### src/rtl/pc_sequencer_if.sv
// Bundle between the instruction decoder/top level and the program sequencer.
// The decoder side uses the master modport; pc_sequencer uses the slave modport.
interface pc_sequencer_if #(
  parameter int PC_W  = 10,
  parameter int CNT_W = 16
);
  logic             start;
  logic             halt;
  logic             jmp_en;
  logic             jmp_abs;
  logic [PC_W-1:0]  jmp_target;
  logic [7:0]       rel_off;
  logic             flags_wr_en;
  logic [2:0]       alu_flags;
  logic [PC_W-1:0]  pc;
  logic [2:0]       flags;
  logic             run;
  logic             done;
  logic [CNT_W-1:0] cycle_cnt;
  logic [1:0]       state;

  modport master (
    output start, halt, jmp_en, jmp_abs, jmp_target, rel_off, flags_wr_en, alu_flags,
    input  pc, flags, run, done, cycle_cnt, state
  );

  modport slave (
    input  start, halt, jmp_en, jmp_abs, jmp_target, rel_off, flags_wr_en, alu_flags,
    output pc, flags, run, done, cycle_cnt, state
  );
endinterface

### src/rtl/pc_sequencer.sv
// Program sequencer: owns PC, {c,n,z} flags, the cycle counter and the
// IDLE/RUN/DONE run handshake for the 9-bit-instruction datapath.
module pc_sequencer #(
  parameter int PC_W       = 10,
  parameter int START_ADDR = 0,
  parameter int CNT_W      = 16
) (
  input  logic         clk,
  input  logic         reset,
  pc_sequencer_if.slave bus
);
  localparam logic [1:0] IDLE = 2'd0;
  localparam logic [1:0] RUN  = 2'd1;
  localparam logic [1:0] DONE = 2'd2;

  localparam logic [PC_W-1:0]  START_PC = PC_W'(START_ADDR);
  localparam logic [CNT_W-1:0] CNT_MAX  = '1;

  logic [1:0]       state;
  logic [PC_W-1:0]  pc_q;
  logic [PC_W-1:0]  pc_next;
  logic [2:0]       flags_q;
  logic [CNT_W-1:0] cnt_q;
  logic [PC_W-1:0]  rel_ext;

  // Handshake: start is a level request sampled in IDLE and DONE only; done
  // stays high in DONE until start is seen, and the following cycle is the
  // first RUN cycle fetching START_ADDR.
  assign rel_ext = {{(PC_W-8){bus.rel_off[7]}}, bus.rel_off};

  always_comb begin
    pc_next = pc_q + PC_W'(1);
    if (bus.jmp_en) begin
      if (bus.jmp_abs) pc_next = bus.jmp_target;
      else             pc_next = pc_q + rel_ext;
    end
  end

  always_ff @(posedge clk) begin
    if (reset) begin
      state   <= IDLE;
      pc_q    <= START_PC;
      flags_q <= 3'b000;
      cnt_q   <= '0;
    end else begin
      case (state)
        IDLE: begin
          if (bus.start) begin
            state <= RUN;
            pc_q  <= START_PC;
            cnt_q <= '0;
          end
        end
        RUN: begin
          if (bus.flags_wr_en) flags_q <= bus.alu_flags;
          if (cnt_q != CNT_MAX) cnt_q <= cnt_q + CNT_W'(1);
          // Halt wins over any jump decoded in the same instruction.
          if (bus.halt) state <= DONE;
          else          pc_q  <= pc_next;
        end
        DONE: begin
          if (bus.start) begin
            state   <= RUN;
            pc_q    <= START_PC;
            flags_q <= 3'b000;
            cnt_q   <= '0;
          end
        end
        default: state <= IDLE;
      endcase
    end
  end

  assign bus.pc        = pc_q;
  assign bus.flags     = flags_q;
  assign bus.cycle_cnt = cnt_q;
  assign bus.run       = (state == RUN);
  assign bus.done      = (state == DONE);
  assign bus.state     = state;
endmodule

### src/flat_wrapper.sv
// flat-port wrapper written by rule: the top's interface ports become plain ports
module pc_sequencer_flat 
#(
  parameter int PC_W       = 10,
  parameter int START_ADDR = 0,
  parameter int CNT_W      = 16
)
  (clk, reset, bus_start, bus_halt, bus_jmp_en, bus_jmp_abs, bus_jmp_target, bus_rel_off, bus_flags_wr_en, bus_alu_flags, bus_pc, bus_flags, bus_run, bus_done, bus_cycle_cnt, bus_state);
  pc_sequencer_if #(.PC_W(PC_W), .CNT_W(CNT_W)) bus_i ();
  input  logic clk;
  input  logic reset;
  input wire logic [$bits(bus_i.start)-1:0] bus_start;
  input wire logic [$bits(bus_i.halt)-1:0] bus_halt;
  input wire logic [$bits(bus_i.jmp_en)-1:0] bus_jmp_en;
  input wire logic [$bits(bus_i.jmp_abs)-1:0] bus_jmp_abs;
  input wire logic [$bits(bus_i.jmp_target)-1:0] bus_jmp_target;
  input wire logic [$bits(bus_i.rel_off)-1:0] bus_rel_off;
  input wire logic [$bits(bus_i.flags_wr_en)-1:0] bus_flags_wr_en;
  input wire logic [$bits(bus_i.alu_flags)-1:0] bus_alu_flags;
  output wire logic [$bits(bus_i.pc)-1:0] bus_pc;
  output wire logic [$bits(bus_i.flags)-1:0] bus_flags;
  output wire logic [$bits(bus_i.run)-1:0] bus_run;
  output wire logic [$bits(bus_i.done)-1:0] bus_done;
  output wire logic [$bits(bus_i.cycle_cnt)-1:0] bus_cycle_cnt;
  output wire logic [$bits(bus_i.state)-1:0] bus_state;
  assign bus_i.start = bus_start;
  assign bus_i.halt = bus_halt;
  assign bus_i.jmp_en = bus_jmp_en;
  assign bus_i.jmp_abs = bus_jmp_abs;
  assign bus_i.jmp_target = bus_jmp_target;
  assign bus_i.rel_off = bus_rel_off;
  assign bus_i.flags_wr_en = bus_flags_wr_en;
  assign bus_i.alu_flags = bus_alu_flags;
  assign bus_pc = bus_i.pc;
  assign bus_flags = bus_i.flags;
  assign bus_run = bus_i.run;
  assign bus_done = bus_i.done;
  assign bus_cycle_cnt = bus_i.cycle_cnt;
  assign bus_state = bus_i.state;
  pc_sequencer #(.PC_W(PC_W), .START_ADDR(START_ADDR), .CNT_W(CNT_W)) u_core (.clk(clk), .reset(reset), .bus(bus_i));
endmodule
### config.mk
export PLATFORM = sky130hd
export DESIGN_NAME = pc_sequencer_flat
export DESIGN_NICKNAME = d
export VERILOG_FILES = /design/src/rtl/pc_sequencer_if.sv /design/src/rtl/pc_sequencer.sv /design/src/flat_wrapper.sv
export SDC_FILE = /design/constraint.sdc
export NUM_CORES = 1
export LEC_CHECK = 0
export CAP_MARGIN = 5
export CELL_PAD_IN_SITES_DETAIL_PLACEMENT = 1
export CELL_PAD_IN_SITES_GLOBAL_PLACEMENT = 1
export CORE_MARGIN = 5
export CORE_UTILIZATION = 34
export DETAILED_ROUTE_END_ITERATION = 8
export PLACE_DENSITY_LB_ADDON = 0.1
export SLEW_MARGIN = 20
export SYNTH_ARGS = -nofsm -noshare
export SYNTH_HDL_FRONTEND = slang
export SYNTH_SLANG_ARGS = --single-unit
### constraint.sdc
create_clock -name clk -period 3.2 [get_ports clk]
set_input_delay 0.96 -clock clk [delete_from_list [all_inputs] [get_ports clk]]
set_output_delay 0.96 -clock clk [all_outputs]
set_load 0.02 [all_outputs]
; ---- Word level (Yosys, flattened, before mapping)
; Cells that the tools add are included.
[word_totals]
register_bits = 31
input_bits = 28
word_cells = 38
[classes]
n_addsub = 3
eq_ne = 9
mux = 14
n_reduce_logical = 8
[op_table]
columns = operator, n
row1 = 2-to-1 mux 10 bit, 4
row2 = 2-to-1 mux 16 bit, 2
row3 = one-hot mux 16 bit (2 select lines), 1
row4 = one-hot mux 10 bit (2 select lines), 1
row5 = "adder 16 x 1 -> 16 bit, second input constant", 1
row6 = "!= test 16 bit, second input constant", 1
row7 = "adder 10 x 1 -> 10 bit, second input constant", 1
row8 = adder 10 bit, 1
row9 = AND reduction 3 bit, 3
row10 = "!= test 2 bit, second input constant", 4
row11 = 2-to-1 mux 3 bit, 2
row12 = one-hot mux 3 bit (2 select lines), 1
row13 = 2-to-1 mux 2 bit, 2
row14 = "!= test 2 x 1 -> 1 bit, second input constant", 2
row15 = one-hot mux 2 bit (2 select lines), 1
row16 = nonzero test 2 bit, 2
row17 = "== test 2 x 1 -> 1 bit, second input constant", 1
row18 = "== test 2 bit, second input constant", 1
row19 = logical NOT 2 bit, 1
row20 = AND reduction 2 bit, 1
row21 = OR reduction 2 bit, 1

; ---- Logic depth before layout (Yosys ltp)
[logic_depth]
depth_word = 5
ltp_mapped = 10

; ---- Worst setup path before layout
; No wires, ideal clock.
[synth_timing]
path_kind = input-to-reg
from = input port bus_rel_off[0]
to = register u_core.pc_q[4], in the netlist u_core.bus.pc[4]
arrival_time_ps = 2581
required_ps = 3073
setup_slack_ps = 493
cell_stages = 10
path_buffers = 0
cell_sequence = ha_1 > inv_1 > fa_1 > nor2b_1 > o21a_1 > nor2_1 > xnor2_1 > mux2_2 > a222oi_1 > nor3_1
[synth_between]
elab_chain_len = 5
[synth_lines]
columns = item, line_no
row1 = from (decl), flat_wrapper.sv:17  ; input wire logic [$bits(bus_i.rel_off)-1:0] bus_rel_off;
row2 = adder 10 bit, pc_sequencer.sv:35  ; else pc_next = pc_q + rel_ext;
row3 = 2-to-1 mux 10 bit, pc_sequencer.sv:34  ; if (bus.jmp_abs) pc_next = bus.jmp_target;
row4 = 2-to-1 mux 10 bit, pc_sequencer.sv:33  ; if (bus.jmp_en) begin
row5 = 2-to-1 mux 10 bit, pc_sequencer.sv:58  ; if (bus.halt) state <= DONE;
row6 = one-hot mux 10 bit (2 select lines), pc_sequencer.sv:46  ; case (state)
row7 = to (signal assigned), pc_sequencer.sv:59  ; else pc_q <= pc_next;
row8 = to (decl), pc_sequencer.sv:20  ; logic [PC_W-1:0] pc_q;
; Every way passes these cells. The select of a mux whose other input is x is not followed.
; A chain may end at the register's enable or synchronous reset.

; ---- Final worst setup path
; Same ends and word-level chain as after synthesis.

==> results.json <==
{
  "synth_warnings": 0,
  "power_frac_clock_pct": 32.7,
  "finalWirelength_um": 6401,
  "ys_top_cells_by_area": "dfxtp_1, nor2_1, ha_1",
  "avgSynthCellArea_um2": 7.757,
  "comb_power_share_pct": 20.7,
  "drc": 0,
  "required_ns": 3.36,
  "preCtsSetupSlack_ns": -0.1027,
  "grt_use_total_pct": 17.57,
  "async_flop_share_pct": 0,
  "final-seq-area_um2": 620.6,
  "ys_ff_latch": 31,
  "cp.arrival_ns": 3.15,
  "cts_buffers": 5,
  "min_period_over_period_pct": 93.53,
  "syn_inst": 271,
  "finalNetCount": 377,
  "crit_type": "primary input to flop",
  "cts_tree": "built",
  "hold_violations": 0,
  "p_seq_share_pct": 46.7,
  "wl_per_cell_um": 15.57,
  "setup_viol": 0,
  "critPathMaxFanout": 2,
  "num_vias": 2175,
  "synth_ff_type": "dfxtp_1",
  "synth.top_cell.area_share_pct": 29.52,
  "netlist_area_um2": 2102,
  "dpl_cell_area_um2": 2819,
  "synthTopCellsByCount": "nor2_1, dfxtp_1, nand2_1, a21oi_1, xor2_1",
  "rows": 28,
  "total_power_uw": 860.2,
  "hp-class": "flop to flop",
  "cts_sinks": 31,
  "io_buffers": 60,
  "synth.most_common_cell": "nor2_1",
  "hold_buffers": 0,
  "htreeDepth": 2,
  "core_area_um2": 5956,
  "cts_root_buf": "clkbuf_8",
  "synth_cell_types": 54,
  "fin_area_um2": 2892,
  "antenna_cells": 0,
  "p_sw_uw": 236.0,
  "cts.path.max_buffers": 2,
  "initial_core_util_pct": 35.29,
  "die_area_um2": 7855,
  "path_clk_slew_ns": 0.06,
  "drt-initial-drc-count": 100,
  "grt_pass1_wl_um": 10900,
  "multi_input_area_um2": 1401,
  "hpwl_um": 5006,
  "power.density_nw_per_um2": 297.5,
  "drtAntennaViolNets": 0,
  "fp.dieH_um": 88.63,
  "power_leakage_uw": 0.001071,
  "grt_max_degree": 23,
  "syn2layout_area_growth_pct": 37.56,
  "overflow": 0,
  "synth-seq-area-share_pct": 29.52,
  "die-width_um": 88.63,
  "clkLatencyLatePin_ns": 0.28,
  "fin_ws_ns": 0.2069,
  "place_congestion": 0.7249,
  "fin_worst_skew_ns": 0.005551,
  "synth_nets": 311,
  "dr.pass1.iters": 4,
  "ios": 61,
  "synth_area_leader_cell": "dfxtp_1",
  "grt_pass1_vias": 2374,
  "drv_slew": 0,
  "ir_worst_vdd_uv": 239.3,
  "max_freq_ghz": 0.3341,
  "setup.worst_path.start_class": "primary input",
  "cts_resized": 0,
  "placedCellCount": 405,
  "stdcell_count": 411,
  "grt_setup_unrepaired": "false",
  "cap_violations": 0,
  "period_needed_ns": 2.993,
  "p_int_uw": 624.1,
  "viasPerCell": 5.292,
  "status": "finished, final reports clean",
  "fillCellCount": 745,
  "drive_gt1_share_pct": 8.036,
  "p_sw_share_pct": 27.44,
  "slew_headroom_pct": 76.46,
  "cts_setup_buffers": 0,
  "synth_edf_count": 0,
  "antenna_found_initial": 0,
  "worst_pin_slew_ns": 0.3525,
  "critPathCaptureType": "flop"
}
==> cells in the final DEF (no fill, tap or decap), types with 2 or more instances in the layout <==
cell type        count
nand2_1             26
clkdlybuf4s50_1     60
o21ai_1              4
a21o_1               4
or3_1                3
a32oi_1              3
mux2_2               2
o21ai_0              9
o211ai_1             4
nor2_2               2
nor2_1              47
a41oi_1              3
a31oi_1              5
nand2b_1             5
xnor2_1              7
a21oi_1             19
ha_1                11
mux2i_1              2
nand3_1              8
and3_1               3
xor2_1              13
inv_1                8
nor3_1               7
buf_4                9
dfxtp_1             31
clkbuf_8             5
nand4_1              6
a22oi_1              3
==> cells by family after synthesis <==
kind of cell,after synthesis,share of synthesized area [%]
fa+ha+maj,12,7.500
simple gates,119,27.14
buf+inv,19,3.810
flops,31,29.52
mux,4,2.024
xor+xnor,20,8.333
compound gates,66,21.67
==> metal layers <==
metal | up-vias | share of wire (%) | global-route usage [%]
met5 | - | 0 | 0
met4 | 0 | 1.3 | 5.907
met3 | 8 | 3.9 | 2.886
met2 | 43 | 49 | 30.90
met1 | 1028 | 46 | 21.65
li1 | 1096 | - | -
==> sequential cells by signal, summed over array words and instances, names as in the netlist <==
register,flops
u_core.bus.flags,3
u_core.bus.pc,10
u_core.bus.cycle_cnt,16
u_core.bus.state,2
==> worst paths after layout <==
path,startpoint,to,slack (ns),depth (start not counted)
worst min register to register,u_core.bus.flags[1],u_core.bus.flags[1],0.49,2
worst min-delay path,u_core.bus.flags[1],u_core.bus.flags[1],0.49,2
worst max register to register,u_core.bus.pc[0],u_core.bus.pc[4],0.81,10
worst max-delay path,bus_rel_off[0],u_core.bus.pc[4],0.21,11
==> power groups by stage <==
stage | Clock, uW | Combinational (uW) | Sequential, uW
final | 281 | 178 | 401
after global routing | 310 | 197 | 403
after CTS | 293 | 180 | 401
after detailed placement | 0 | 179 | 410
after global placement | 0 | 177 | 410
after floorplan | 0 | 90.7 | 416
==> critical path, cell delays in order <==
cell	delay, ns
clkdlybuf4s50_1	0.46
ha_1	0.16
inv_1	0.06
fa_1	0.39
nor2b_1	0.14
o21a_1	0.14
nor2_1	0.05
xnor2_1	0.12
mux2_2	0.26
a222oi_1	0.33
nor3_1	0.09
==> layout make-up <==
cell class	count	area share (%)
multi-input cells	221	48.46
flip-flops and latches	31	21.46
repair buffers	69	23.11
well taps	75	3.245
clock buffers	6	2.510
inverters	9	1.212
==> stage by stage <==
step / hold slack, ns / setup TNS (ns) / utilization, %
after floorplan: 0.5737 / 0 / -
after global routing: 0.5231 / 0 / 48.55
after CTS: 0.5057 / 0 / 48.55
after detailed placement: 0.4788 / -0.1389 / 47.33
final: 0.4916 / 0 / 48.55
after global placement: 0.4775 / 0 / 47.33
Power figures use the tool's default switching activity.
